**src/rtl/mem_access_stage_pkg.sv**
```systemverilog
// Shared definitions for the MEM stage: access-size codes, FSM states, strobe bus.
package mem_access_stage_pkg;

    localparam int unsigned XLEN = 32;

    typedef logic [3:0] strb_t;

    // funct3 encodings for loads/stores
    typedef enum logic [2:0] {
        F3_B  = 3'b000,
        F3_H  = 3'b001,
        F3_W  = 3'b010,
        F3_BU = 3'b100,
        F3_HU = 3'b101
    } mem_funct3_e;

    // access size, funct3[1:0]
    typedef enum logic [1:0] {
        SZ_B = 2'b00,
        SZ_H = 2'b01,
        SZ_W = 2'b10
    } mem_size_e;

    typedef enum logic {
        MEM_IDLE = 1'b0,
        MEM_BUSY = 1'b1
    } mem_state_e;

    function automatic logic [XLEN-1:0] word_addr(input logic [XLEN-1:0] a);
        return {a[XLEN-1:2], 2'b00};
    endfunction

endpackage

```
**src/rtl/mem_access_stage_if.sv**
```systemverilog
// Data-memory req/ack bus between the MEM stage (master) and the memory (slave).
interface mem_access_stage_if #(
    parameter int unsigned DATA_W = 32
);
    import mem_access_stage_pkg::*;

    logic              mem_req;
    logic              mem_we;
    logic [DATA_W-1:0] mem_addr;
    logic [DATA_W-1:0] mem_wdata;
    strb_t             mem_wstrb;
    logic              mem_ack;
    logic [DATA_W-1:0] mem_rdata;

    modport master (
        output mem_req, mem_we, mem_addr, mem_wdata, mem_wstrb,
        input  mem_ack, mem_rdata
    );

    modport slave (
        input  mem_req, mem_we, mem_addr, mem_wdata, mem_wstrb,
        output mem_ack, mem_rdata
    );

endinterface

```
**src/rtl/mem_access_stage_lane_align.sv**
```systemverilog
// Byte-lane formatting: store strobes/replication, misalignment detect,
// and load lane extraction with sign/zero extension. Purely combinational.
module mem_lane_align
    import mem_access_stage_pkg::*;
(
    input  logic [1:0]      req_off,
    input  logic [1:0]      req_size,
    input  logic [XLEN-1:0] store_data,
    output strb_t           wstrb,
    output logic [XLEN-1:0] wdata,
    output logic            misaligned,
    input  logic [1:0]      ld_off,
    input  logic [2:0]      ld_funct3,
    input  logic [XLEN-1:0] rdata,
    output logic [XLEN-1:0] ld_data
);

    logic [7:0]  ld_byte;
    logic [15:0] ld_half;

    // store strobes, lane-replicated data and alignment check for the incoming request
    always_comb begin
        wstrb      = 4'b1111;
        wdata      = store_data;
        misaligned = 1'b0;
        case (req_size)
            SZ_B: begin
                wstrb = 4'b0001 << req_off;
                wdata = {4{store_data[7:0]}};
            end
            SZ_H: begin
                wstrb      = 4'b0011 << req_off;
                wdata      = {2{store_data[15:0]}};
                misaligned = req_off[0];
            end
            default: begin
                wstrb      = 4'b1111;
                wdata      = store_data;
                misaligned = (req_off != 2'b00);
            end
        endcase
    end

    // pick the addressed lane of the read word and extend it; funct3[2] selects zero-extension
    always_comb begin
        ld_byte = rdata[{ld_off, 3'b000} +: 8];
        ld_half = ld_off[1] ? rdata[31:16] : rdata[15:0];
        case (ld_funct3[1:0])
            SZ_B:    ld_data = ld_funct3[2] ? {24'b0, ld_byte} : {{24{ld_byte[7]}}, ld_byte};
            SZ_H:    ld_data = ld_funct3[2] ? {16'b0, ld_half} : {{16{ld_half[15]}}, ld_half};
            default: ld_data = rdata;
        endcase
    end

endmodule

```
**src/rtl/mem_access_stage.sv**
```systemverilog
// Pipeline MEM stage: issues loads/stores over a req/ack bus, stalls upstream
// while an access is outstanding, and registers the MEM_WB latch.
module mem_access_stage
    import mem_access_stage_pkg::*;
#(
    parameter int unsigned DATA_W  = 32,
    parameter int unsigned TIMEOUT = 255
) (
    input  logic              clk,
    input  logic              rst_n,
    input  logic              in_valid,
    input  logic [DATA_W-1:0] aluResult,
    input  logic [DATA_W-1:0] storeData,
    input  logic              memRead,
    input  logic              memWrite,
    input  logic [2:0]        funct3,
    input  logic [4:0]        rdAddr,
    input  logic              regWrite,
    mem_access_stage_if.master mem,
    output logic              stall,
    output logic              out_valid,
    output logic [DATA_W-1:0] out_data,
    output logic [4:0]        out_rd,
    output logic              out_regWrite,
    output logic              mem_err
);

    // The counter starts at 0 on the first BUSY cycle, so matching TIMEOUT-1
    // without ack gives exactly TIMEOUT cycles of mem_req before the abort.
    localparam logic [7:0] TO_LAST = 8'(TIMEOUT - 1);

    mem_state_e state, state_next;

    logic [7:0]        cnt;
    logic              req_we;
    logic [DATA_W-1:0] req_addr;
    logic [DATA_W-1:0] req_wdata;
    strb_t             req_wstrb;
    logic [1:0]        lat_off;
    logic [2:0]        lat_f3;
    logic [4:0]        lat_rd;
    logic              lat_rw;
    logic              lat_load;

    logic              is_mem;
    logic              to_hit;
    logic              ev_accept, ev_pass, ev_mis, ev_done, ev_tmo;

    strb_t             fmt_wstrb;
    logic [DATA_W-1:0] fmt_wdata;
    logic              fmt_mis;
    logic [DATA_W-1:0] ld_data;

    mem_lane_align u_lane (
        .req_off    (aluResult[1:0]),
        .req_size   (funct3[1:0]),
        .store_data (storeData),
        .wstrb      (fmt_wstrb),
        .wdata      (fmt_wdata),
        .misaligned (fmt_mis),
        .ld_off     (lat_off),
        .ld_funct3  (lat_f3),
        .rdata      (mem.mem_rdata),
        .ld_data    (ld_data)
    );

    assign is_mem = memRead | memWrite;
    assign to_hit = (cnt == TO_LAST);

    assign mem.mem_req   = (state == MEM_BUSY);
    assign mem.mem_we    = req_we;
    assign mem.mem_addr  = req_addr;
    assign mem.mem_wdata = req_wdata;
    assign mem.mem_wstrb = req_wstrb;

    // state register
    always_ff @(posedge clk or negedge rst_n) begin
        if (!rst_n) state <= MEM_IDLE;
        else        state <= state_next;
    end

    // next-state: accept an aligned access in IDLE, leave BUSY on ack or timeout
    always_comb begin
        state_next = state;
        case (state)
            MEM_IDLE: if (ev_accept)         state_next = MEM_BUSY;
            MEM_BUSY: if (ev_done || ev_tmo) state_next = MEM_IDLE;
            default:                         state_next = MEM_IDLE;
        endcase
    end

    // stall and per-cycle events; ack beats timeout, nothing is asserted during reset
    always_comb begin
        stall     = 1'b0;
        ev_accept = 1'b0;
        ev_pass   = 1'b0;
        ev_mis    = 1'b0;
        ev_done   = 1'b0;
        ev_tmo    = 1'b0;
        if (rst_n) begin
            case (state)
                MEM_IDLE: begin
                    if (in_valid) begin
                        if (!is_mem)      ev_pass = 1'b1;
                        else if (fmt_mis) ev_mis  = 1'b1;
                        else begin
                            ev_accept = 1'b1;
                            stall     = 1'b1;
                        end
                    end
                end
                MEM_BUSY: begin
                    if (mem.mem_ack)  ev_done = 1'b1;
                    else if (to_hit)  ev_tmo  = 1'b1;
                    else              stall   = 1'b1;
                end
                default: ;
            endcase
        end
    end

    // request fields, timeout counter and MEM_WB latch
    always_ff @(posedge clk or negedge rst_n) begin
        if (!rst_n) begin
            cnt          <= '0;
            req_we       <= 1'b0;
            req_addr     <= '0;
            req_wdata    <= '0;
            req_wstrb    <= '0;
            lat_off      <= '0;
            lat_f3       <= '0;
            lat_rd       <= '0;
            lat_rw       <= 1'b0;
            lat_load     <= 1'b0;
            out_valid    <= 1'b0;
            out_data     <= '0;
            out_rd       <= '0;
            out_regWrite <= 1'b0;
            mem_err      <= 1'b0;
        end else begin
            out_valid <= 1'b0;
            mem_err   <= 1'b0;
            if (ev_accept) begin
                cnt       <= '0;
                req_we    <= memWrite & ~memRead;
                req_addr  <= word_addr(aluResult);
                req_wdata <= fmt_wdata;
                req_wstrb <= memRead ? '0 : fmt_wstrb;
                lat_off   <= aluResult[1:0];
                lat_f3    <= funct3;
                lat_rd    <= rdAddr;
                lat_rw    <= regWrite;
                lat_load  <= memRead;
            end else if (ev_pass) begin
                out_valid    <= 1'b1;
                out_data     <= aluResult;
                out_rd       <= rdAddr;
                out_regWrite <= regWrite;
            end else if (ev_mis) begin
                out_valid    <= 1'b1;
                out_data     <= aluResult;
                out_rd       <= rdAddr;
                out_regWrite <= 1'b0;
                mem_err      <= 1'b1;
            end else if (ev_done) begin
                out_valid    <= 1'b1;
                out_data     <= ld_data;
                out_rd       <= lat_rd;
                out_regWrite <= lat_load & lat_rw;
                req_we       <= 1'b0;
                req_wstrb    <= '0;
            end else if (ev_tmo) begin
                out_valid    <= 1'b1;
                out_data     <= '0;
                out_rd       <= lat_rd;
                out_regWrite <= 1'b0;
                mem_err      <= 1'b1;
                req_we       <= 1'b0;
                req_wstrb    <= '0;
            end else if (state == MEM_BUSY) begin
                cnt <= cnt + 8'd1;
            end
        end
    end

endmodule

```
**src/flat_wrapper.sv**
```systemverilog
// flat-port wrapper written by rule: the top's interface ports become plain ports
module mem_access_stage_flat import mem_access_stage_pkg::*;
#(
    parameter int unsigned DATA_W  = 32,
    parameter int unsigned TIMEOUT = 255
)
  (clk, rst_n, in_valid, aluResult, storeData, memRead, memWrite, funct3, rdAddr, regWrite, stall, out_valid, out_data, out_rd, out_regWrite, mem_err, mem_mem_req, mem_mem_we, mem_mem_addr, mem_mem_wdata, mem_mem_wstrb, mem_mem_ack, mem_mem_rdata);
  mem_access_stage_if #(.DATA_W(DATA_W)) mem_i ();
  input  logic clk;
  input  logic rst_n;
  input  logic in_valid;
  input  logic [DATA_W-1:0] aluResult;
  input  logic [DATA_W-1:0] storeData;
  input  logic memRead;
  input  logic memWrite;
  input  logic [2:0] funct3;
  input  logic [4:0] rdAddr;
  input  logic regWrite;
  output logic stall;
  output logic out_valid;
  output logic [DATA_W-1:0] out_data;
  output logic [4:0] out_rd;
  output logic out_regWrite;
  output logic mem_err;
  output wire logic [$bits(mem_i.mem_req)-1:0] mem_mem_req;
  output wire logic [$bits(mem_i.mem_we)-1:0] mem_mem_we;
  output wire logic [$bits(mem_i.mem_addr)-1:0] mem_mem_addr;
  output wire logic [$bits(mem_i.mem_wdata)-1:0] mem_mem_wdata;
  output wire logic [$bits(mem_i.mem_wstrb)-1:0] mem_mem_wstrb;
  input wire logic [$bits(mem_i.mem_ack)-1:0] mem_mem_ack;
  input wire logic [$bits(mem_i.mem_rdata)-1:0] mem_mem_rdata;
  assign mem_mem_req = mem_i.mem_req;
  assign mem_mem_we = mem_i.mem_we;
  assign mem_mem_addr = mem_i.mem_addr;
  assign mem_mem_wdata = mem_i.mem_wdata;
  assign mem_mem_wstrb = mem_i.mem_wstrb;
  assign mem_i.mem_ack = mem_mem_ack;
  assign mem_i.mem_rdata = mem_mem_rdata;
  mem_access_stage #(.DATA_W(DATA_W), .TIMEOUT(TIMEOUT)) u_core (.clk(clk), .rst_n(rst_n), .in_valid(in_valid), .aluResult(aluResult), .storeData(storeData), .memRead(memRead), .memWrite(memWrite), .funct3(funct3), .rdAddr(rdAddr), .regWrite(regWrite), .mem(mem_i), .stall(stall), .out_valid(out_valid), .out_data(out_data), .out_rd(out_rd), .out_regWrite(out_regWrite), .mem_err(mem_err));
endmodule
```
**config.mk**
```make
export PLATFORM = sky130hd
export DESIGN_NAME = mem_access_stage_flat
export DESIGN_NICKNAME = d
export VERILOG_FILES = /design/src/rtl/mem_access_stage_pkg.sv /design/src/rtl/mem_access_stage_if.sv /design/src/rtl/mem_access_stage_lane_align.sv /design/src/rtl/mem_access_stage.sv /design/src/flat_wrapper.sv
export SDC_FILE = /design/constraint.sdc
export NUM_CORES = 1
export LEC_CHECK = 0
export ABC_AREA = 1
export CORE_AREA = 3 3 123 125
export CTS_CLUSTER_SIZE = 28
export DETAILED_ROUTE_END_ITERATION = 16
export DIE_AREA = 0 0 126 128
export PLACE_DENSITY = 0.78
export SLEW_MARGIN = 20
export SYNTH_ARGS = -nofsm -noshare
export SYNTH_HDL_FRONTEND = slang
export SYNTH_SLANG_ARGS = --single-unit
```
**constraint.sdc**
```tcl
create_clock -name clk -period 2 [get_ports clk]
set_input_delay 0.4 -clock clk [delete_from_list [all_inputs] [get_ports clk]]
set_output_delay 0.4 -clock clk [all_outputs]
set_load 0.01 [all_outputs]
```
; Word-level counts from Yosys, hierarchy flattened
; Cells that the tools add are included.
[totals]
wordCells = 115
latch_bits = 0
ff_bits = 128
inputBits = 111
ram_bits = 0
out_inout_bits = 111
rom_bits = 0
memories = 0
[op_classes]
n_mux = 72
n_mul = 0
n_reduce_logical = 10
n_shift = 3
n_addsub = 1
eq_ne = 7
magnitude_cmp = 0
n_bitwise = 6
div = 0
[ops]
columns = cell, count
row1 = 32-bit 2-to-1 mux, 6
row2 = 32-bit one-hot mux with 2 select lines, 2
row3 = 8-bit 2-to-1 mux, 6
row4 = 1-bit 2-to-1 mux, 43
row5 = 32-bit by 6-bit indexed part select with 8-bit output, 1
row6 = 4-bit 2-to-1 mux, 6
row7 = 5-bit 2-to-1 mux, 4
row8 = 16-bit 2-to-1 mux, 1
row9 = 8-bit by 1-bit adder with 8-bit output (second input constant), 1
row10 = 8-bit == test (second input constant), 1
row11 = 2-bit by 1-bit != test with 1-bit output (second input constant), 4
row12 = 4-bit one-hot mux with 2 select lines, 1
row13 = 1-bit one-hot mux with 2 select lines, 3
row14 = 5-bit AND reduction, 1
row15 = 2-bit by 1-bit == test with 1-bit output (second input constant), 2
row16 = 2-bit zero test, 2
row17 = 2-bit nonzero test, 2
row18 = 4-bit nonzero test, 1
row19 = 1-bit by 2-bit left shift with 4-bit output (first input constant), 1
row20 = 2-bit by 2-bit left shift with 4-bit output (first input constant), 1
row21 = 1-bit inverter, 3
row22 = 3-bit AND reduction, 1
row23 = 3-bit nonzero test, 1
row24 = 1-bit bitwise AND, 2
row25 = other kinds (3), 3

; Longest topological paths before layout
[logic_depth]
word_depth = 10
depth_mapped = 12
ltp_nobuf = 12

; Hierarchy
; From an unflattened synthesis, not the netlist that was laid out.
[unflattened]
cells_unflattened = 919
hier_area_um2 = 6894.1
[modules_own_cells]
columns = mod, n_inst, area_per_inst_um2, cells_each, seq_area_each_um2
row1 = mem_access_stage, 1, 5645.4, 676, 3203.1
row2 = mem_lane_align, 1, 1248.7, 243, 0.0

; Worst setup path before layout
; No wires, ideal clock.
[synth_timing]
path_kind = register to output
from = register u_core.state (netlist: u_core.mem.mem_req)
to = output port stall
path_slack_ns = 0.210
t_required_ns = 1.600
arrival_ns = 1.390
n_path_buf = 2
stages_incl_launch_ff = 10
path_cell_list = dfrtp_1 > inv_1 > nand3_2 > nor2_2 > inv_2 > nor2_4 > inv_2 > buf_6 > buf_2 > nand2_1
[synth_via]
elab_chain_len = 3
[synth_rtl]
columns = item, line
row1 = "start, declared", mem_access_stage.sv:32  ; mem_state_e state, state_next;
row2 = "start signal, assigned", mem_access_stage.sv:79  ; else state <= state_next;
row3 = 1-bit inverter, mem_access_stage.sv:101  ; case (state)
row4 = 1-bit one-hot mux with 2 select lines (*), mem_access_stage.sv:101
row5 = 1-bit 2-to-1 mux (*), mem_access_stage.sv:100  ; if (rst_n) begin
row6 = "end, declared", flat_wrapper.sv:19  ; output logic stall;
; Mark *: on every way between the ends. The rest lies on a longest branch, timed or not.

; Worst setup path after layout
[layout_timing]
from = register u_core.cnt[0]
to = output port stall
[layout_via]
elab_chain_len = 5
[layout_rtl]
columns = item, line
row1 = "start, declared", mem_access_stage.sv:34  ; logic [7:0] cnt;
row2 = "start signal, assigned", mem_access_stage.sv:181  ; cnt <= cnt + 8'd1;
row3 = 8-bit == test, mem_access_stage.sv:68  ; assign to_hit = (cnt == TO_LAST);
row4 = 1-bit 2-to-1 mux, mem_access_stage.sv:114  ; else if (to_hit) ev_tmo = 1'b1;
row5 = 1-bit 2-to-1 mux, mem_access_stage.sv:113  ; if (mem.mem_ack) ev_done = 1'b1;
row6 = 1-bit one-hot mux with 2 select lines, mem_access_stage.sv:101
row7 = 1-bit 2-to-1 mux, mem_access_stage.sv:100
; No other way between the ends.

==> results.md <==
* Outcome: finished clean
* Sw Share at 35.81%
* Global-route wire length before repair at 31.75 mm
* DP Wirelength at 14.61 mm
* Seq pwr share at 33.2%
* Crit path time final at 1.942 ns
* Largest net degree at the start of global routing at 76
* Clk pwr share at 22.8%
* Post-synth EDFFs at 0
* FF-to-FF setup slack at 0.17 ns
* Reg-to-Reg End: u_core.out_data[22]$_DFFE_PN0P_
* Combinational cell fraction of total power at 44.0%
* PortBufs at 219
* DP Cell Count at 1212
* I/O pin count at 222
* Final ANT Viol Nets at 0
* H-tree depth at 4
* Post-Synth XOR/XNOR Area at 0.5559%
* Fmax at 514.9 MHz
* Crit start category: flip-flop
* Routability cong. at 0.8751
* Multi-input gate area at 2668 sq um
* Final setup vio count at 0
* RSZ-0062 raised after global routing: true
* Vias in the first global route at 6085
* Grt ovf at 0
* Tcrit/Tclk final at 97.11%
* Via Count at 6275
* Slew headroom at 36.98%
* Remaining DRCs at 0
* Mapped Cells at 813
* Pins Over Slew Limit at 0
* Storage cell area at 3203 sq um
* Die height at 128 microns
* Critical Path RT at 1.60 ns
* R2r startpoint: u_core.cnt[1]$_DFFE_PN0P_
* PwrDens at 1435 nW/um^2
* Most frequent cells in the layout: 304 x nand2_1, 217 x clkdlybuf4s50_1, 128 x dfrtp_1
* Worst EP arrival at 1.54 ns
* Final Non-Filler Cells at 1247
* Most used DFF post-synth: dfrtp_1
* Simple-gate portion of the synthesized area at 28.99%
* Crit-path max FO at 4
* Worst Tran Pin Value at 0.9453 ns
* Max Root-Sink Buffers at 2
* Critical path class: flip-flop to output pin
* Seq/Total Area, Yosys at 50.82%
* Synth Area in Adders at 0.3971%
* Synthesis-to-finish area growth at 49.77%
* Async SR Flop Fraction at 100.0%
* FF+latch count, synth at 128
* Final #Nets at 1167
* Power Internal at 8.697 mW
* R2R cell count at 10
* Largest family of logic cells by synthesized area: simple AND/OR/NAND/NOR gates
* Peak supply drop at 0.7077 mV
* # rows at 43
* Initial core utilization at 45.05%
* Mean routed wirelength per cell at 16.06 microns
* Clk_skew at 0.009383 ns
* Number of synthesis warnings at 0
* Die W at 126 microns
* CTS tree: done
* Hold Vio Cnt, Final at 0
* Skew-Pair Late Insertion Delay at 0.42 ns
* Initial antenna violation count at 0
* Psw at 4.852 mW
* Vias per cell at 5.032
* Count of cell types in the netlist at 36
* Synthesized cell area at 6302 sq um
* Mux contribution to synthesized area at 0%
* Root Driver: clkbuf_16
* Synth Area per Inst at 7.752 sq um
* Post-Route WL at 20.03 mm
* Hold Crit Class: input pin to asynchronous set/reset pin
* Setup_tns at 0 ns
* Worst setup EP type: output pin
* Placeable Area at 13990 sq um
* Drt pass-1 iters at 5
* Fill count at 1134
* TritonCTS Buffers at 17
* Clock-pin slew on the worst setup and hold paths at 0.06 ns
* DRT iter0 DRCs at 525
* CP startpoint: u_core.cnt[0]$_DFFE_PN0P_
* Overall Global Routing Usage at 24.80%
* Clk sinks at 128
* Lkg Pwr at 4.524 nW
* Share of post-route cells with drive strength above 1 at 9.653%
* Max-cap violations at 0
* N_diodes at 0
* Die area at 16130 sq um
* Leading cell type in the layout, fill and taps excluded: nand2_1
* Compound-Gate Fraction of Synth Area at 12.15%
state kept, by name (all words and copies together) (netlist names), 2 cells and up:
register,count
u_core.cnt,8
u_core.out_rd,5
u_core.lat_rd,5
u_core.mem.mem_wdata,32
u_core.mem.mem_wstrb,4
u_core.out_data,32
u_core.lat_f3,3
u_core.lat_off,2
u_core.mem.mem_addr,30
metrics by stage:
step	utilization, %	setup slack, ns	instance area (sq um)	power [mW]	hold WS (ns)
floorplan	-	0.2099	6306	7.308	0.1044
global placement	63.05	-0.2852	8820	10.33	0.2035
detailed placement	63.05	-0.3143	8820	10.45	0.2058
CTS	67.44	0.03083	9434	13.64	0.1364
global route	67.48	-0.02058	9439	14.42	0.1704
finish	67.48	0.05781	9439	13.55	0.1343
layer usage:
metal	track usage [%]	vias to the layer above	wire (microns)
met5	0	-	0
met4	9.338	0	460
met3	6.042	30	1452
met2	39.50	239	9583
met1	33.05	2914	8532
li1	-	3092	-
worst max path at each step:
stage	to	depth (start not counted)	slack [ns]
2_1_floorplan	stall	9	0.21
3_3_place_gp	stall	7	-0.29
3_5_place_dp	stall	7	-0.31
4_1_cts	stall	8	0.03
5_1_grt	u_core.mem.mem_wdata[21]$_DFFE_PN0N_	11	-0.02
6_report	stall	8	0.06
cell families after synthesis:
logic type               Yosys count
flip-flops                       128
AO/OA/AOI/OAI                    139
AND/OR/NAND/NOR                  445
XOR/XNOR                           4
adder cells (fa/ha/maj)            2
buffers and inverters             94
other                              1
worst max-delay path, stage by stage (launching register included):
cell and delay (ns):
dfrtp_1 0.39, inv_2 0.08, ha_1 0.15, nand2_1 0.06
nor2_2 0.11, nand2_1 0.07, nand2_1 0.08, nand2_1 0.06
buf_2 0.13
cells in the mapped netlist (4+ instances only):
cell,instances,share of area (%)
nand4_1,4,0.40
nand2_1,304,18
a22o_1,6,0.83
buf_4,7,0.83
nor2_1,77,4.6
nand2_2,4,0.40
inv_2,8,0.48
nand3_1,42,3.3
nand2_4,4,0.71
o21ai_0,25,2.0
o211ai_1,13,1.5
clkbuf_1,15,0.89
buf_2,11,0.87
o21ai_1,33,2.6
a21oi_1,55,4.4
inv_1,43,2.6
dfrtp_1,128,51
buf_6,6,1.1
power groups by stage:
stage / clock network (mW) / logic [mW] / registers (mW)
detailed placement: 0 / 5.95 / 4.50
CTS: 3.14 / 6.00 / 4.50
finish: 3.09 / 5.96 / 4.50
global placement: 0 / 5.84 / 4.49
global route: 3.26 / 6.50 / 4.66
floorplan: 0 / 2.39 / 4.92
area by class of cell:
class,count,share of cell area (%)
sequential,128,33.93
multi-input combinational,592,28.26
timing repair buffer,261,26.95
clock buffer,19,4.799
tap,180,2.386
inverter,54,2.200
clock inverter,13,1.471
timing repair:
| action | 4_1_cts | 5_1_grt |
|---|---|---|
| pin swaps | 1 | 1 |
| hold endpoints to repair | 4 | 0 |
| buffers inserted | 2 | 0 |
| endpoints found under the setup margin | 1 | 3 |
| gates resized for setup | 6 | 1 |
| hold buffers | 1 | 0 |
Power figures use the tool's default switching activity.
